[src/rtl/game_controller.sv]
// SkyHop top-level sequencer: button debounce, game state machine, score and game-over hold.
// Optional SKYHOP_LIVES_EN adds a 2-bit lives counter that lets a failure restart the time bar instead of ending the game.
module game_controller #(
  parameter int DEBOUNCE_MS = 20,
  parameter int GAMEOVER_MS = 3000,
  parameter int MAX_SCORE   = 999
) (
  input  logic       clk,
  input  logic       rst,
  input  logic       one_ms_tick,
  input  logic       btn,
  input  logic       landed,
  input  logic       fell,
  input  logic       time_elapsed,
  output logic       start_screen_en,
  output logic       time_bar_en,
  output logic       time_bar_start,
  output logic       points_en,
  output logic       points_increase,
  output logic       jump,
  output logic [9:0] score,
  output logic       game_over,
  output logic [2:0] state
`ifdef SKYHOP_LIVES_EN
  ,
  output logic [1:0] lives
`endif
);

  typedef enum logic [2:0] {
    S_START = 3'd0,
    S_ARM   = 3'd1,
    S_PLAY  = 3'd2,
    S_LAND  = 3'd3,
    S_OVER  = 3'd4
  } state_t;

  localparam int            DB_W      = (DEBOUNCE_MS > 1) ? $clog2(DEBOUNCE_MS) : 1;
  localparam logic [DB_W-1:0] DB_LAST = DB_W'(DEBOUNCE_MS - 1);
  localparam logic [15:0]   OVER_LAST = 16'(GAMEOVER_MS - 1);
  localparam logic [9:0]    SCORE_MAX = 10'(MAX_SCORE);

  logic            btn_s1, btn_s2, btn_db, press;
  logic [DB_W-1:0] db_cnt;
  logic [15:0]     over_cnt;
  state_t          cur_state, nxt_state;
  logic            fail, retry;

  // Any cycle where the synchronised level agrees with btn_db restarts the stability count.
  always_ff @(posedge clk or negedge rst) begin
    if (!rst) begin
      btn_s1 <= 1'b0;
      btn_s2 <= 1'b0;
      btn_db <= 1'b0;
      db_cnt <= '0;
      press  <= 1'b0;
    end else begin
      btn_s1 <= btn;
      btn_s2 <= btn_s1;
      press  <= 1'b0;
      if (btn_s2 == btn_db) begin
        db_cnt <= '0;
      end else if (one_ms_tick) begin
        if (db_cnt == DB_LAST) begin
          btn_db <= btn_s2;
          db_cnt <= '0;
          press  <= btn_s2;
        end else begin
          db_cnt <= db_cnt + 1'b1;
        end
      end
    end
  end

  assign fail = fell | time_elapsed;

  always_comb begin
    nxt_state = cur_state;
    retry     = 1'b0;
    case (cur_state)
      S_START: if (press) nxt_state = S_ARM;
      S_ARM:   if (!btn_db) nxt_state = S_PLAY;
      S_PLAY: begin
        if (fail) begin
`ifdef SKYHOP_LIVES_EN
          if (lives > 2'd1) retry = 1'b1;
          else nxt_state = S_OVER;
`else
          nxt_state = S_OVER;
`endif
        end else if (landed) begin
          nxt_state = S_LAND;
        end
      end
      S_LAND:  nxt_state = S_PLAY;
      S_OVER:  if (one_ms_tick && over_cnt == OVER_LAST) nxt_state = S_START;
      default: nxt_state = S_START;
    endcase
  end

  // Outputs are decoded from the next state so they line up with the registered state code.
  always_ff @(posedge clk or negedge rst) begin
    if (!rst) begin
      cur_state       <= S_START;
      start_screen_en <= 1'b1;
      time_bar_en     <= 1'b0;
      time_bar_start  <= 1'b0;
      points_en       <= 1'b0;
      points_increase <= 1'b0;
      jump            <= 1'b0;
      score           <= '0;
      game_over       <= 1'b0;
      over_cnt        <= '0;
    end else begin
      cur_state       <= nxt_state;
      start_screen_en <= (nxt_state == S_START);
      time_bar_en     <= (nxt_state == S_PLAY) || (nxt_state == S_LAND);
      points_en       <= (nxt_state == S_PLAY) || (nxt_state == S_LAND) || (nxt_state == S_OVER);
      game_over       <= (nxt_state == S_OVER);
      points_increase <= (nxt_state == S_LAND);
      time_bar_start  <= (cur_state == S_ARM && nxt_state == S_PLAY) || (nxt_state == S_LAND) || retry;
      jump            <= (cur_state == S_PLAY) && press;
      if (cur_state == S_START && nxt_state == S_ARM)
        score <= '0;
      else if (nxt_state == S_LAND)
        score <= (score >= SCORE_MAX) ? SCORE_MAX : score + 10'd1;
      if (nxt_state != S_OVER)
        over_cnt <= '0;
      else if (one_ms_tick)
        over_cnt <= over_cnt + 16'd1;
    end
  end

`ifdef SKYHOP_LIVES_EN
  always_ff @(posedge clk or negedge rst) begin
    if (!rst)
      lives <= 2'd0;
    else if (cur_state == S_START && nxt_state == S_ARM)
      lives <= 2'd3;
    else if (retry)
      lives <= lives - 2'd1;
    else if (cur_state == S_PLAY && fail)
      lives <= 2'd0;
  end
`endif

  assign state = cur_state;

endmodule

[config.mk]
export PLATFORM = sky130hd
export DESIGN_NAME = game_controller
export DESIGN_NICKNAME = d
export VERILOG_FILES = /design/src/rtl/game_controller.sv
export SDC_FILE = /design/constraint.sdc
export NUM_CORES = 1
export LEC_CHECK = 0
export ABC_AREA = 1
export CAP_MARGIN = 0
export CORE_ASPECT_RATIO = 1.5
export CORE_MARGIN = 2
export CORE_UTILIZATION = 50
export CTS_CLUSTER_DIAMETER = 120
export DETAILED_ROUTE_END_ITERATION = 10
export PLACE_DENSITY_LB_ADDON = 0.2
export SLEW_MARGIN = 20
export SYNTH_ARGS = -nofsm -noshare
export SYNTH_HDL_FRONTEND = slang
export SYNTH_SLANG_ARGS = --single-unit
[constraint.sdc]
create_clock -name clk -period 1.43 [get_ports clk]
set_clock_uncertainty 0.15 [all_clocks]
set_input_delay 0.2145 -clock clk [delete_from_list [all_inputs] [get_ports clk]]
set_output_delay 0.2145 -clock clk [all_outputs]
set_load 0.03 [all_outputs]
# Word-level counts from Yosys, hierarchy flattened
# Cells that the tools add are included.
op_classes:
  n_addsub: 3
  magnitude_cmp: 1
  eq_ne: 12
  n_mux: 17
  bitwise: 2
  n_reduce_logical: 13
ops:
  columns: ["cell", "count"]
  rows:
  - ["$mux 16", 2]
  - ["$mux 10", 3]
  - ["$add 16x1->16 const B", 1]
  - ["$eq 16x12->1 const B", 1]
  - ["$mux 3", 5]
  - ["$mux 5", 3]
  - ["$pmux 3 s5", 1]
  - ["$eq 3x2->1 const B", 4]
  - ["$add 10x1->10 const B", 1]
  - ["$ge 10x10->1 const B", 1]
  - ["$eq 3x1->1 const B", 2]
  - ["$eq 3x3->1 const B", 2]
  - ["$logic_not 3->1", 2]
  - ["$reduce_bool 2->1", 3]
  - ["$add 5x1->5 const B", 1]
  - ["$eq 5x5->1 const B", 1]
  - ["$logic_and 1x1->1", 4]
  - ["$logic_or 1x1->1", 3]
  - ["$mux 1", 3]
  - ["$ne 3x3->1 const B", 1]
  - ["$reduce_and 3->1", 1]
  - ["$eq 1x1->1", 1]
  - ["$not 1->1", 1]
  - ["$or 1x1->1", 1]
word_totals:
  register_bits: 45
  in_bits: 7
  out_inout_bits: 20

# Longest topological paths before layout
# Gate-level depths: netlist (run 1).
depth:
  word_depth: 7
  mapped_depth: 10
  ltp_nobuf: 9

# Worst setup path before layout (run 1)
# OpenSTA, ideal clock, no wires.
synth_path:
  kind: "reg-to-reg"
  start: "register score[0]"
  end: "register score[8]"
  setup_ns: 0.123
  arrival_ns: 1.395
  required_time_ns: 1.157
  path_slack_ns: -0.238
  path_stages_with_launch: 8
  path_buffers: 0
  synth_period_minus_slack_ns: 1.668
  path_cell_list: "dfrtp_1 > ha_1 > nand2_1 > nand3_1 > nand2_1 > nand2_1 > o21ai_0 > nand2_1"
synth_between:
  elab_chain_len: 4
  elab_cells_between_ends: 5
synth_lines:
  columns: ["element", "line_no", "text"]
  rows:
  - ["from (decl)", "21", "output logic [9:0] score,"]
  - ["from (signal assigned)", "126", "score <= (score >= SCORE_MAX) ? SCORE_MAX : score + 10'd1;"]
  - ["$add 10x1->10 / $ge 10x10->1 (equally long branches)", "126", null]
  - ["$mux 10 *", "126", null]
  - ["$mux 10 *", "125", "else if (nxt_state == S_LAND)"]
  - ["$mux 10 *", "123", "if (cur_state == S_START && nxt_state == S_ARM)"]
# Every way passes the cells marked *; elsewhere a longest branch is shown, timed or not. The select of a mux whose other input is x is not followed.
# A chain may end at the register's enable or synchronous reset.

# Worst setup path after layout (run 1)
layout_path:
  start: "register cur_state[1] (netlist: state[1])"
  end: "register over_cnt[14]"
layout_between:
  elab_cells_between_ends: 14
layout_lines:
  columns: ["element", "line_no", "text"]
  rows:
  - ["from (decl)", "46", "state_t cur_state, nxt_state;"]
  - ["from (signal assigned)", "115", "cur_state <= nxt_state;"]
  - ["$eq 3x3->1 (tied with other cells)", "80", "case (cur_state)"]
  - ["$pmux 3 s5 *", "80", null]
  - ["net nxt_state[2]", "46", null]
  - ["$ne 3x3->1 *", "127", "if (nxt_state != S_OVER)"]
  - ["$mux 16 / $reduce_bool 2->1 (equally long branches)", null, null]
  - ["to (signal assigned)", "130", "over_cnt <= over_cnt + 16'd1;"]
  - ["to (decl)", "45", "logic [15:0] over_cnt;"]
# The timed path passes the listed nets; every way through them passes the cells marked *.

==> results.md, run 1 <==
- Status: complete, but fails checks
- Failing checks: negative setup slack
- Top Usage Layer GRT: met2
- Post-synthesis instance area: 2277 um^2
- Vias/cell: 5.370
- Post-DRT Antenna Nets: 0
- Antenna cells: 0
- Crit path arrival time: 1630 ps
- FF-to-FF Start: state[1]
- Max clock buf depth: 2
- Yosys top cell area share: 48.35%
- Lkg Pwr: 1.635 nW
- Yosys top cell by area: dfrtp_1
- Pre-CTS setup slack: -426.5 ps
- Critical Path Sink Type: flop
- Fmax: 645.8 MHz
- Initial Util: 50.98%
- Register bit total from synthesis: 45
- Final core utilization: 77.17%
- Routed WL: 6.268 mm
- Initial DRC count: 115
- Die X: 59.10 um
- Slew headroom: 70.61%
- Worst slew pin tran: 440.9 ps
- Sink Count: 45
- Global-route wire length before repair: 9.680 mm
- Syn_nets: 298
- Layout area overhead: 51.37%
- M1 GR Usage: 28.09%
- Worst-path fanout max: 8
- Synth Instances: 288
- First-pass detailed-route iteration total: 4
- GRT Total Usage: 24.94%
- Worst setup margin: -118.5 ps
- Clock latency on the worst-skew pair: 310 ps
- Number of global-route vias before repair: 2137
- Max Cap Viol: 0
- GP Congestion: 0.9381
- Final setup TNS: -1716 ps
- CP Launch Point: state[1]
- Yosys warns: 0
- CTS tree: yes
- Port bufs: 26
- IO Pins: 27
- Mean post-synth cell area: 7.907 um^2
- Power density over cell area: 731.2 nW/um^2
- Final setup fails: 24
- Vias: 2250
- Clock Pin Slew Worst Setup and Hold Paths: 90 ps
- Antenna violations before repair: 0
- Cell variety after synth: 26
- Core area: 4467 um^2
- Full die area: 5121 um^2
- Most common cell after layout, fill and taps aside: nand2_1
- CP Class: flop to flop
- Critical R2R Capture: over_cnt[14]
- Avg WL per Cell: 14.96 um
- RSZ-0062 raised after global routing: true
- R2R cell count: 6
- Die Span Y: 86.66 um
- CTS Buf Count: 5
- Commonest cells after routing, fill and taps aside: nand2_1, buf_4, dfrtp_1
- HPWL Detailed: 3.916 mm
- Max H-tree Level: 2
- Final worst path period share: 108.3%
- Synth area leaders: dfrtp_1, nand2_1, nor2_1
- Slew Limit Fails: 0
- Largest net degree at the start of global routing: 20
- Overflow after GRT: 0
- Req. time, crit path: 1510 ps
- Fin crit period: 1549 ps
- Hold WC Path Type: primary input to flop
- CP Launch Type: flop
- Endpoints failing hold: 0
- DR DRC count: 0
- Flop-to-flop setup slack: -120 ps
- Met3 Use GR: 3.731%
- Worst setup endpoint: over_cnt[14]
- Sequential area share after synthesis: 49.51%
- Total Nets Final: 380
- Clk Tree Root Cell: clkbuf_8
- Share of cells above drive strength 1: 43.40%
- Total Power: 0.002520 W
- Row cnt: 30
- GR Util met2: 45.45%
- Worst IR Drop VDD: 575.5 uV
==> power by group <==
| part | switching [W] | leakage, nW | internal [W] |
|---|---|---|---|
| sequential | 0.0000301 | 0.592 | 0.00131 |
| clock | 0.000469 | 0.0445 | 0.000347 |
| combinational | 0.000209 | 0.998 | 0.000155 |
| total | 0.000708 | 1.64 | 0.00181 |
==> final cells by class <==
class                           instances  area, um^2
Tap cell                               48       60.06
Sequential cell                        45        1141
Clock inverter                          3       21.27
Timing Repair inverter                  2       25.02
Clock buffer                            5       68.82
Timing Repair Buffer                   74       631.9
Multi-Input combinational cell        203        1333
Fill cell                             315        1020
Inverter                               39       166.4
==> worst min path at each step <==
stage          startpoint     endpoint  slack, ps  depth (start not counted)
2_1_floorplan         rst       btn_db       -230                          0
3_3_place_gp          rst  over_cnt[7]         30                          1
3_5_place_dp          rst  over_cnt[7]         30                          1
4_1_cts               btn       btn_s1        200                          1
5_1_grt               btn       btn_s1        220                          1
6_report              btn       btn_s1        200                          1
==> kinds of logic after synthesis <==
family | share of synthesized area [%]
adder cells (fa/ha/maj) | 1.649
buffers and inverters | 7.363
AND/OR/NAND/NOR | 30.88
multiplexers | 0.4396
flip-flops | 49.51
XOR/XNOR | 3.846
AO/OA/AOI/OAI | 6.319
==> stage by stage <==
step	cell area (um^2)	cells	hold WS, ps
finish	3447	419	200.0
global route	3447	419	217.7
CTS	3159	410	196.7
detailed placement	2907	395	32.88
global placement	2907	395	27.74
floorplan	2355	288	-231.1
==> synthesized netlist by cell type (all sizes together) <==
library cell and count:
nand4 11, xnor2 3, and3 1, o21bai 2, xor2 7, o22ai 3, dfrtp 44, o21ai 20
or2 2, clkinv 1, nand3 27, mux2i 1, nand2 67, a21oi 2, buf 2, nor2 47
ha 3, nor3 6, inv 38, dfstp 1
==> per-layer routing <==
| metal | part of all wire (%) | vias to the layer above | wire length, um |
|---|---|---|---|
| li1 | - | 1093 | - |
| met1 | 36 | 1084 | 2258 |
| met2 | 59 | 59 | 3698 |
| met3 | 3.0 | 14 | 187 |
| met4 | 2.0 | 0 | 124 |
| met5 | 0 | - | 0 |
==> sequential cells by signal (all words and copies together) (netlist names), 3 cells and up <==
| register | count |
|---|---|
| score | 10 |
| state | 3 |
| db_cnt | 5 |
| over_cnt | 16 |
==> what timing repair did <==
action	in CTS	in global routing
setup endpoints to repair	40	40
cloned	2	1
resized for setup	51	82
pin swaps	10	28
setup buffers	4	8
endpoints found under the hold margin	14	0
hold buffers	1	0
==> critical path, cell delays in order, from the launching register on <==
cell and delay, ps:
dfrtp_2 450, or2_1 260, nor2_1 150, nand2_2 130, nand2_8 130, clkinv_8 90, nor2_1 110
(Power assumes the default switching activity.)
==> inputs of run 2 (changes only) <==
- CORE_ASPECT_RATIO: 1.5 -> unset
==> run 2 against run 1 <==
Net effect: the flow still finishes with violations (negative setup slack); wire length increased by 5.9%; via count increased by 1.7%; first-iteration DRC count rose by 83%; die area fell by 0.22%; core utilization grew 2.9 points; maximum frequency fell by 4.2%; non-clock buffer count increased by 7; sequential power is essentially flat; critical path type unchanged; largest cell class unchanged; clock power up 21%; power grew 7.8%; final area rose by 1.8%; worst hold slack worse by 15 ps.
==> results.md, run 2 (synthesis gave the netlist of run 1 again) <==
- Status: complete, but fails checks
- Failing checks: negative setup slack
- Clk Tree Root Cell: clkbuf_8
- Final core utilization: 80.02%
- Routed WL: 6.638 mm
- IO Pins: 27
- Worst path buffer plus inverter count: 4
- Final worst path period share: 113.1%
- Max clock buf depth: 2
- Clock latency on the worst-skew pair: 310 ps
- Initial Util: 51.94%
- Row cnt: 24
- CP Class: flop to flop
- Global-route wire length before repair: 9.804 mm
- Critical R2R Capture: game_over
- Endpoints failing hold: 0
- CP Depth: 6
- Share of cells above drive strength 1: 41.80%
- CP Launch Point: state[2]
- Avg WL per Cell: 15.44 um
- Worst setup margin: -186.8 ps
- Slew headroom: 77.91%
- Crit-path max cell delay: 450 ps
- Total Nets Final: 387
- Hold_sp: btn
- Flop-to-flop setup slack: -190 ps
- Overflow after GRT: 0
- Most common cell after layout, fill and taps aside: nand2_1
- HPWL Detailed: 3.558 mm
- Antenna cells: 0
- Vias: 2288
- Worst slew pin tran: 330.3 ps
- Fmax: 618.5 MHz
- Worst-path fanout max: 3
- Crit path arrival time: 1700 ps
- DP Area: 2914 um^2
- Number of global-route vias before repair: 2252
- RSZ-0062 raised after global routing: true
- Max Cap Viol: 0
- Slowest CP cell: dfrtp_2
- Antenna violations before repair: 0
- Commonest cells after routing, fill and taps aside: nand2_1, buf_4, dfrtp_1
- Largest net degree at the start of global routing: 46
- R2R cell count: 6
- GRT Total Usage: 24.17%
- Full die area: 5110 um^2
- Layout area overhead: 54.07%
- Hold Worst Slack: 184.6 ps
- Fin area: 3508 um^2
- Reg with most FFs: over_cnt
- Final setup fails: 33
- Pre-CTS setup slack: -340.6 ps
- Largest regs: over_cnt x16, score x10, db_cnt x5
- CP dominant cell by count: buf_4
- DR DRC count: 0
- Worst Hold Path EP: btn_s1
- WHS Path Cells: 1
- Core area: 4384 um^2
- Fin crit period: 1617 ps
- CTS tree: yes
- Clock Pin Slew Worst Setup and Hold Paths: 90 ps
- FF-to-FF Start: state[2]
- Worst IR Drop VDD: 629.1 uV
- Crit path max-delay family: buffers and inverters
- Die X: 71.49 um
- Sink Count: 45
- Die Span Y: 71.49 um
- Post-DRT Antenna Nets: 0
- Lkg Pwr: 1.688 nW
- Max H-tree Level: 2
- Initial DRC count: 211
- Req. time, crit path: 1520 ps
- Hold WC Path Type: primary input to flop
- Port bufs: 26
- First-pass detailed-route iteration total: 4
- Max reg flops: 16
- Power density over cell area: 774.1 nW/um^2
- Worst path cell trace: inv_2 > buf_6 > nand4_1 > buf_4 > buf_4 > nand2_1
- Critical Path Sink Type: flop
- Vias/cell: 5.321
- Slew Limit Fails: 0
- CP Launch Type: flop
- CTS Buf Count: 5
- GP Congestion: 0.8151
-- run 2: cell type report --
class | count | area (um^2)
fill | 265 | 875.8
inverter | 39 | 158.9
clock inverter | 3 | 46.29
sequential | 45 | 1142
timing repair buffer | 81 | 679.4
tap | 52 | 65.06
clock buffer | 5 | 68.82
multi-input combinational | 203 | 1326
timing repair inverter | 2 | 21.27
-- run 2: power by group --
part	switching, W	internal [W]	total [W]
registers	0.0000305	0.00131	0.00134
clock network	0.000467	0.000523	0.000990
logic	0.000219	0.000167	0.000386
total	0.000716	0.00200	0.00272
-- run 2: layer usage --
metal / global-route usage [%] / share of wire [%]
met2: 41.46 / 50
met4: 7.338 / 2.4
met5: 0 / 0
met3: 4.923 / 5.0
met1: 30.93 / 42
-- run 2: worst max-delay path by stage --
| stage | endpoint | slack, ps |
|---|---|---|
| floorplan | over_cnt[14] | -30 |
| global placement | score[4] | -340 |
| detailed placement | db_cnt[4] | -340 |
| CTS | over_cnt[14] | -60 |
| global route | game_over | -250 |
| finish | game_over | -190 |
-- run 2: repair_timing --
action	4_1_cts	5_1_grt
setup endpoints to repair	40	47
buffers inserted	9	9
hold buffers	1	0
gates cloned	3	0
pin swaps	13	14
resized for setup	56	61
endpoints found under the hold margin	45	0
-- run 2: worst register-to-register path, stage by stage (launching register included) --
cell and delay (ps):
dfrtp_2 450, inv_2 90, buf_6 110, nand4_1 280
buf_4 250, buf_4 130, nand2_1 90
-- run 2: through the flow --
| step | std cells | total power [W] | setup TNS (ps) |
|---|---|---|---|
| final | 430 | 0.002716 | -3403 |
| after floorplan | 288 | 0.001498 | -290.5 |
| after global placement | 400 | 0.001638 | -11250 |
| after CTS | 421 | 0.002655 | -467.4 |
| after global routing | 430 | 0.002805 | -5571 |
| after detailed placement | 400 | 0.001645 | -11540 |
